`config.mk`:
```
export PLATFORM = sky130hd
export DESIGN_NAME = router_pkt_fifo
export DESIGN_NICKNAME = d
export VERILOG_FILES = /design/src/rtl/router_pkt_fifo.sv
export SDC_FILE = /design/constraint.sdc
export NUM_CORES = 1
export LEC_CHECK = 0
export CORE_ASPECT_RATIO = 1.5
export CORE_MARGIN = 8
export CORE_UTILIZATION = 30
export DETAILED_ROUTE_END_ITERATION = 12
export MAX_ROUTING_LAYER = met4
export PLACE_DENSITY = 0.43
export SLEW_MARGIN = 20
export SYNTH_ARGS = -nofsm -noshare
export SYNTH_HDL_FRONTEND = slang
export SYNTH_SLANG_ARGS = --single-unit
```
`constraint.sdc`:
```
create_clock -name clock -period 7.5 [get_ports clock]
set_input_delay 1.125 -clock clock [delete_from_list [all_inputs] [get_ports clock]]
set_output_delay 1.125 -clock clock [all_outputs]
set_load 0.005 [all_outputs]
```
`src/rtl/router_pkt_fifo.sv`:
```
// router_pkt_fifo: packet-aware output FIFO for one router port.
// Buffers {header flag, byte} entries and tracks framing on the read side.
module router_pkt_fifo #(
  parameter int WIDTH    = 8,
  parameter int DEPTH    = 16,
  parameter int AF_LEVEL = DEPTH - 2,
  parameter int LEN_LSB  = 2,
  localparam int CW      = $clog2(DEPTH) + 1
) (
  input  logic             clock,
  input  logic             reset,
  input  logic             soft_reset,
  input  logic             write_enb,
  input  logic             read_enb,
  input  logic             lfd_state,
  input  logic [WIDTH-1:0] data_in,
  output logic [WIDTH-1:0] data_out,
  output logic             hdr_out,
  output logic             empty,
  output logic             full,
  output logic             almost_full,
  output logic [CW-1:0]    count,
  output logic             pkt_done,
  output logic             err
);

  localparam int AW = $clog2(DEPTH);
  localparam int LW = WIDTH - LEN_LSB;
  localparam int RW = LW + 1;

  logic [WIDTH:0]   mem [DEPTH];
  logic [AW-1:0]    wr_ptr_q, wr_ptr_d;
  logic [AW-1:0]    rd_ptr_q, rd_ptr_d;
  logic [CW-1:0]    count_q, count_d;
  logic [RW-1:0]    rem_q, rem_d;
  logic [WIDTH-1:0] dout_q, dout_d;
  logic             hdr_q, hdr_d;
  logic             done_q, done_d;
  logic             err_q, err_d;

  logic             clr, wa, ra;
  logic [WIDTH:0]   rd_entry;
  logic [LW-1:0]    rd_len;

  assign clr      = reset | soft_reset;
  assign empty    = (count_q == '0);
  assign full     = (count_q == CW'(DEPTH));
  assign almost_full = (count_q >= CW'(AF_LEVEL));
  assign wa       = write_enb & ~full & ~clr;
  assign ra       = read_enb & ~empty & ~clr;
  assign rd_entry = mem[rd_ptr_q];
  assign rd_len   = rd_entry[WIDTH-1:LEN_LSB];

  assign data_out = dout_q;
  assign hdr_out  = hdr_q;
  assign count    = count_q;
  assign pkt_done = done_q;
  assign err      = err_q;

  // Storage write port; contents survive reset.
  always_ff @(posedge clock) begin
    if (wa) mem[wr_ptr_q] <= {lfd_state, data_in};
  end

  // Next-state for pointers, occupancy, read data and packet tracking.
  always_comb begin
    wr_ptr_d = wr_ptr_q;
    rd_ptr_d = rd_ptr_q;
    count_d  = count_q;
    rem_d    = rem_q;
    dout_d   = dout_q;
    hdr_d    = hdr_q;
    done_d   = 1'b0;
    err_d    = err_q;
    if (wa) wr_ptr_d = wr_ptr_q + AW'(1);
    case ({wa, ra})
      2'b10:   count_d = count_q + CW'(1);
      2'b01:   count_d = count_q - CW'(1);
      default: count_d = count_q;
    endcase
    if (ra) begin
      rd_ptr_d = rd_ptr_q + AW'(1);
      dout_d   = rd_entry[WIDTH-1:0];
      hdr_d    = rd_entry[WIDTH];
      if (rd_entry[WIDTH]) begin
        // A header while bytes are still owed means the last packet was cut short.
        if (rem_q != '0) err_d = 1'b1;
        rem_d = RW'(rd_len) + RW'(1);
      end else if (rem_q != '0) begin
        rem_d  = rem_q - RW'(1);
        done_d = (rem_q == RW'(1));
      end else begin
        err_d = 1'b1;
      end
    end
  end

  // State registers; reset and soft_reset both flush everything.
  always_ff @(posedge clock) begin
    if (clr) begin
      wr_ptr_q <= '0;
      rd_ptr_q <= '0;
      count_q  <= '0;
      rem_q    <= '0;
      dout_q   <= '0;
      hdr_q    <= 1'b0;
      done_q   <= 1'b0;
      err_q    <= 1'b0;
    end else begin
      wr_ptr_q <= wr_ptr_d;
      rd_ptr_q <= rd_ptr_d;
      count_q  <= count_d;
      rem_q    <= rem_d;
      dout_q   <= dout_d;
      hdr_q    <= hdr_d;
      done_q   <= done_d;
      err_q    <= err_d;
    end
  end

endmodule

```
==> results by group <==
Synth
  • Sequential cell area fraction in the yosys report: 69.3%
  • Largest area contributor in the netlist: edfxtp_1
  • Ys async rst share: 0%
  • Avg Inst Size Synth: about 16 µm²
  • Post-synthesis register bit count: 179
  • Synth top area share: around three fifths
  • Yosys cell types: ~50
  • Net count after synthesis: between 400 and 500
  • Largest cells by area after synthesis: edfxtp_1 60%, mux4_2 12%, dfxtp_1 9.7%, ha_1 2.2%, nor2_1 2.1%
  • Cell Area, Synth: 7250 µm²
  • Predominant post-synthesis flop cell: edfxtp_1
  • Post-synth EDFFs: 144
  • Ys Warns: 0
  • Mapped Cells: 449

Drt
  • Drt drc: 0
  • Final ANT Viol Nets: 0
  • Via density: about 4.7
  • Routed len/inst: 20.3 µm
  • Final wirelength: 16,700 µm
  • Initial DRC Count: 182
  • Vias: 3,873
  • 1st-pass router iterations: 4

Clock tree
  • CTS H-tree depth: 4
  • Clock latency on the worst-skew pair: 0.43 ns
  • Clock root cell: clkbuf_16
  • Cts hold-fix bufs: 0
  • CTS tree: yes
  • Clk slew on worst S/H paths: 0.06 ns
  • Clock sink count: between 150 and 200
  • Clock Path Buffers: 2
  • TritonCTS Buffers: 17
  • Number of post-CTS setup repair buffers: 0
  • Post-cts sizing count: 0

STA
  • Worst slew pin tran: about 1.1 ns
  • Setup violators final: 0
  • Setup TNS: 0 ns
  • Worst Clk Skew: 0.00887 ns
  • Hold Fails Final Rpt: 0
  • Max_slew headroom: 26.5%
  • Max Slew Vio Count: 0
  • Fmax: 267 MHz
  • Final WS setup: 3.75 ns
  • Tmin final: 3.75 ns
  • Tcrit/Tclk final: 50.0%
  • RSZ-0062 raised after global routing: false

Placed design
  • Dpl hpwl: 11,000 µm
  • Cell Area, Placed: about 8000 µm²
  • Gpl congestion: 0.737
  • Pre-CTS WS: 3.31 ns
  • I/O Buffers: 32

GRT
  • Gr busiest metal: met2
  • M2 GR Usage: ~22%
  • Pin count of the biggest net entering global routing: 37
  • Congestion Overflow GR: 0
  • First-pass GRT wire length: 25,400 µm
  • GRT Overall Usage: 12.5%
  • Antenna violations before repair: 0
  • Met1 track demand over resource: a little over an eighth
  • Routing usage on met3: roughly 2.5%
  • Vias in the first global route: 4,032

Die
  • Vert. Die Dim: just over 200 µm
  • IO Count: 33
  • Initial Util: between 30% and 40%
  • Die Wd: 143 µm
  • Die area: between 20,000 and 30,000 µm²
  • Core area: 23,700 µm²
  • Row cnt: between 60 and 70

Status
  • Status: finished clean

Pwr
  • Pwr per Cell Area: 229 nW/µm²
  • Tot Pwr: 1.96 mW
  • Peak VDD IR: 152 µV
  • P_leak: 2.70 nW

Worst setup path
  • Required time of the critical path: 7.80 ns
  • RR Startpoint: count[2]$_SDFFE_PP0P_
  • Crit. Startpoint: soft_reset
  • Crit start category: input pin
  • Critical Path AT: approximately 4 ns
  • Setup CP Type: input pin to flop
  • Reg2reg path depth: 12
  • Critical path fanouts, max: 28
  • Worst Setup End Kind: flop

Flow run
  • Max Cap Viol: 0

Worst hold path
  • Worst hold start: data_out[2]$_SDFFE_PP0P_
  • WHS Path Cells: 2
  • Worst Hold Class: flop to flop

Final layout
  • FILL cells: 2,253
  • Ratio of cells with drive above 1 in the final layout: 19.2%
  • Layout Utilization: around 36%
  • Antenna diodes: 0
  • Nets@finish: 518
  • Final instance area: 8550 µm²
  • Area grow syn2layout: 17.9%
-- critical path: stages --
cell and delay, ns:
clkdlybuf4s50_1 0.41, or2_2 0.53, nor2_1 0.23, ha_1 0.38
xor2_1 0.18, ha_1 0.21, a21boi_0 0.22, o221ai_1 0.18
a21o_1 0.21, a21oi_1 0.17, xnor2_1 0.13, nor2_1 0.05
-- cell type report --
type                       count  area [µm²]  share of cell area [%]
tap                          319         399                    4.67
timing repair buffer          45         418                    4.89
clock buffer                  19         464                    5.43
multi-input combinational    239        2110                    24.7
clock inverter                13        93.8                    1.10
inverter                       9        33.8                   0.395
sequential                   179        5030                    58.8
-- power by group --
part / internal [mW] / switching (mW)
combinational: 0.0161 / 0.0284
sequential: 1.07 / 0.00151
clock: 0.458 / 0.383
-- synth_stat cells, types with 2 or more instances --
library cell and instances:
edfxtp_1 144, nor2_1 41, mux4_2 39, nand2_1 37, dfxtp_1 35, a21oi_1 16, ha_1 13, clkbuf_1 11
xor2_1 11, a22oi_1 10, nor3_1 10, inv_1 8, buf_2 5, nand3_1 5, o21ai_0 5, and3_1 4
xnor2_1 4, and2_1 3, buf_1 3, nand2b_1 3, nor2b_1 3, o21ai_1 3, a22o_1 2, a32oi_1 2
buf_6 2, mux2i_1 2, nand4_1 2, nor4_1 2, o21a_1 2, o221ai_1 2, or4_1 2
-- cell families after synthesis --
| family | count (synthesis) | synth area share [%] |
|---|---|---|
| flops | 179 | 69.3 |
| simple gates | 117 | 7.23 |
| compound gates | 53 | 5.07 |
| mux | 41 | 12.4 |
| buf+inv | 31 | 1.95 |
| xor+xnor | 15 | 1.81 |
| fa+ha+maj | 13 | 2.24 |
-- final timing paths --
path                                                  to  slack [ns]
worst max-delay path               count[4]$_SDFFE_PP0P_        3.75
worst max register to register     count[4]$_SDFFE_PP0P_        3.91
worst min-delay path            data_out[2]$_SDFFE_PP0P_        0.45
worst min register to register  data_out[2]$_SDFFE_PP0P_        0.45
-- placed cells by master (no fill, tap or decap), drive strengths merged, types with 2 or more instances in the layout --
cell	n
ha	13
nor3	10
inv	17
nand3	5
dfxtp	35
mux2i	2
clkbuf	19
or4	2
o21a	2
nor2b	3
xor2	11
and3	4
nand4	2
nand2	38
nor4	2
clkdlybuf4s50	32
o21ai	9
a32oi	2
buf	13
edfxtp	144
nor2	41
and2	3
clkinv	5
a22oi	11
a22o	2
o221ai	2
xnor2	4
a21oi	16
o31ai	2
mux4	39
nand2b	3
-- state kept, by name, summed over array words and instances, names as in the netlist, named ones only --
| signal | flops |
|---|---|
| count | 5 |
| data_out | 8 |
| err | 1 |
| hdr_out | 1 |
| mem | 144 |
| pkt_done | 1 |
| rd_ptr_q | 4 |
| rem_q | 7 |
| wr_ptr_q | 4 |
-- stage by stage --
step           hold slack [ns]  instances
6_report                 0.452        823
5_1_grt                  0.476        823
4_1_cts                  0.457        823
3_5_place_dp             0.448        791
3_3_place_gp             0.445        791
2_1_floorplan            0.449        449
-- metal layers --
| layer | share of wire [%] | up-vias |
|---|---|---|
| met2 | 56 | 64 |
| li1 | - | 1822 |
| met4 | 1.4 | 0 |
| met5 | 0 | - |
| met3 | 3.6 | 13 |
| met1 | 39 | 1974 |
(Power assumes the default switching activity.)
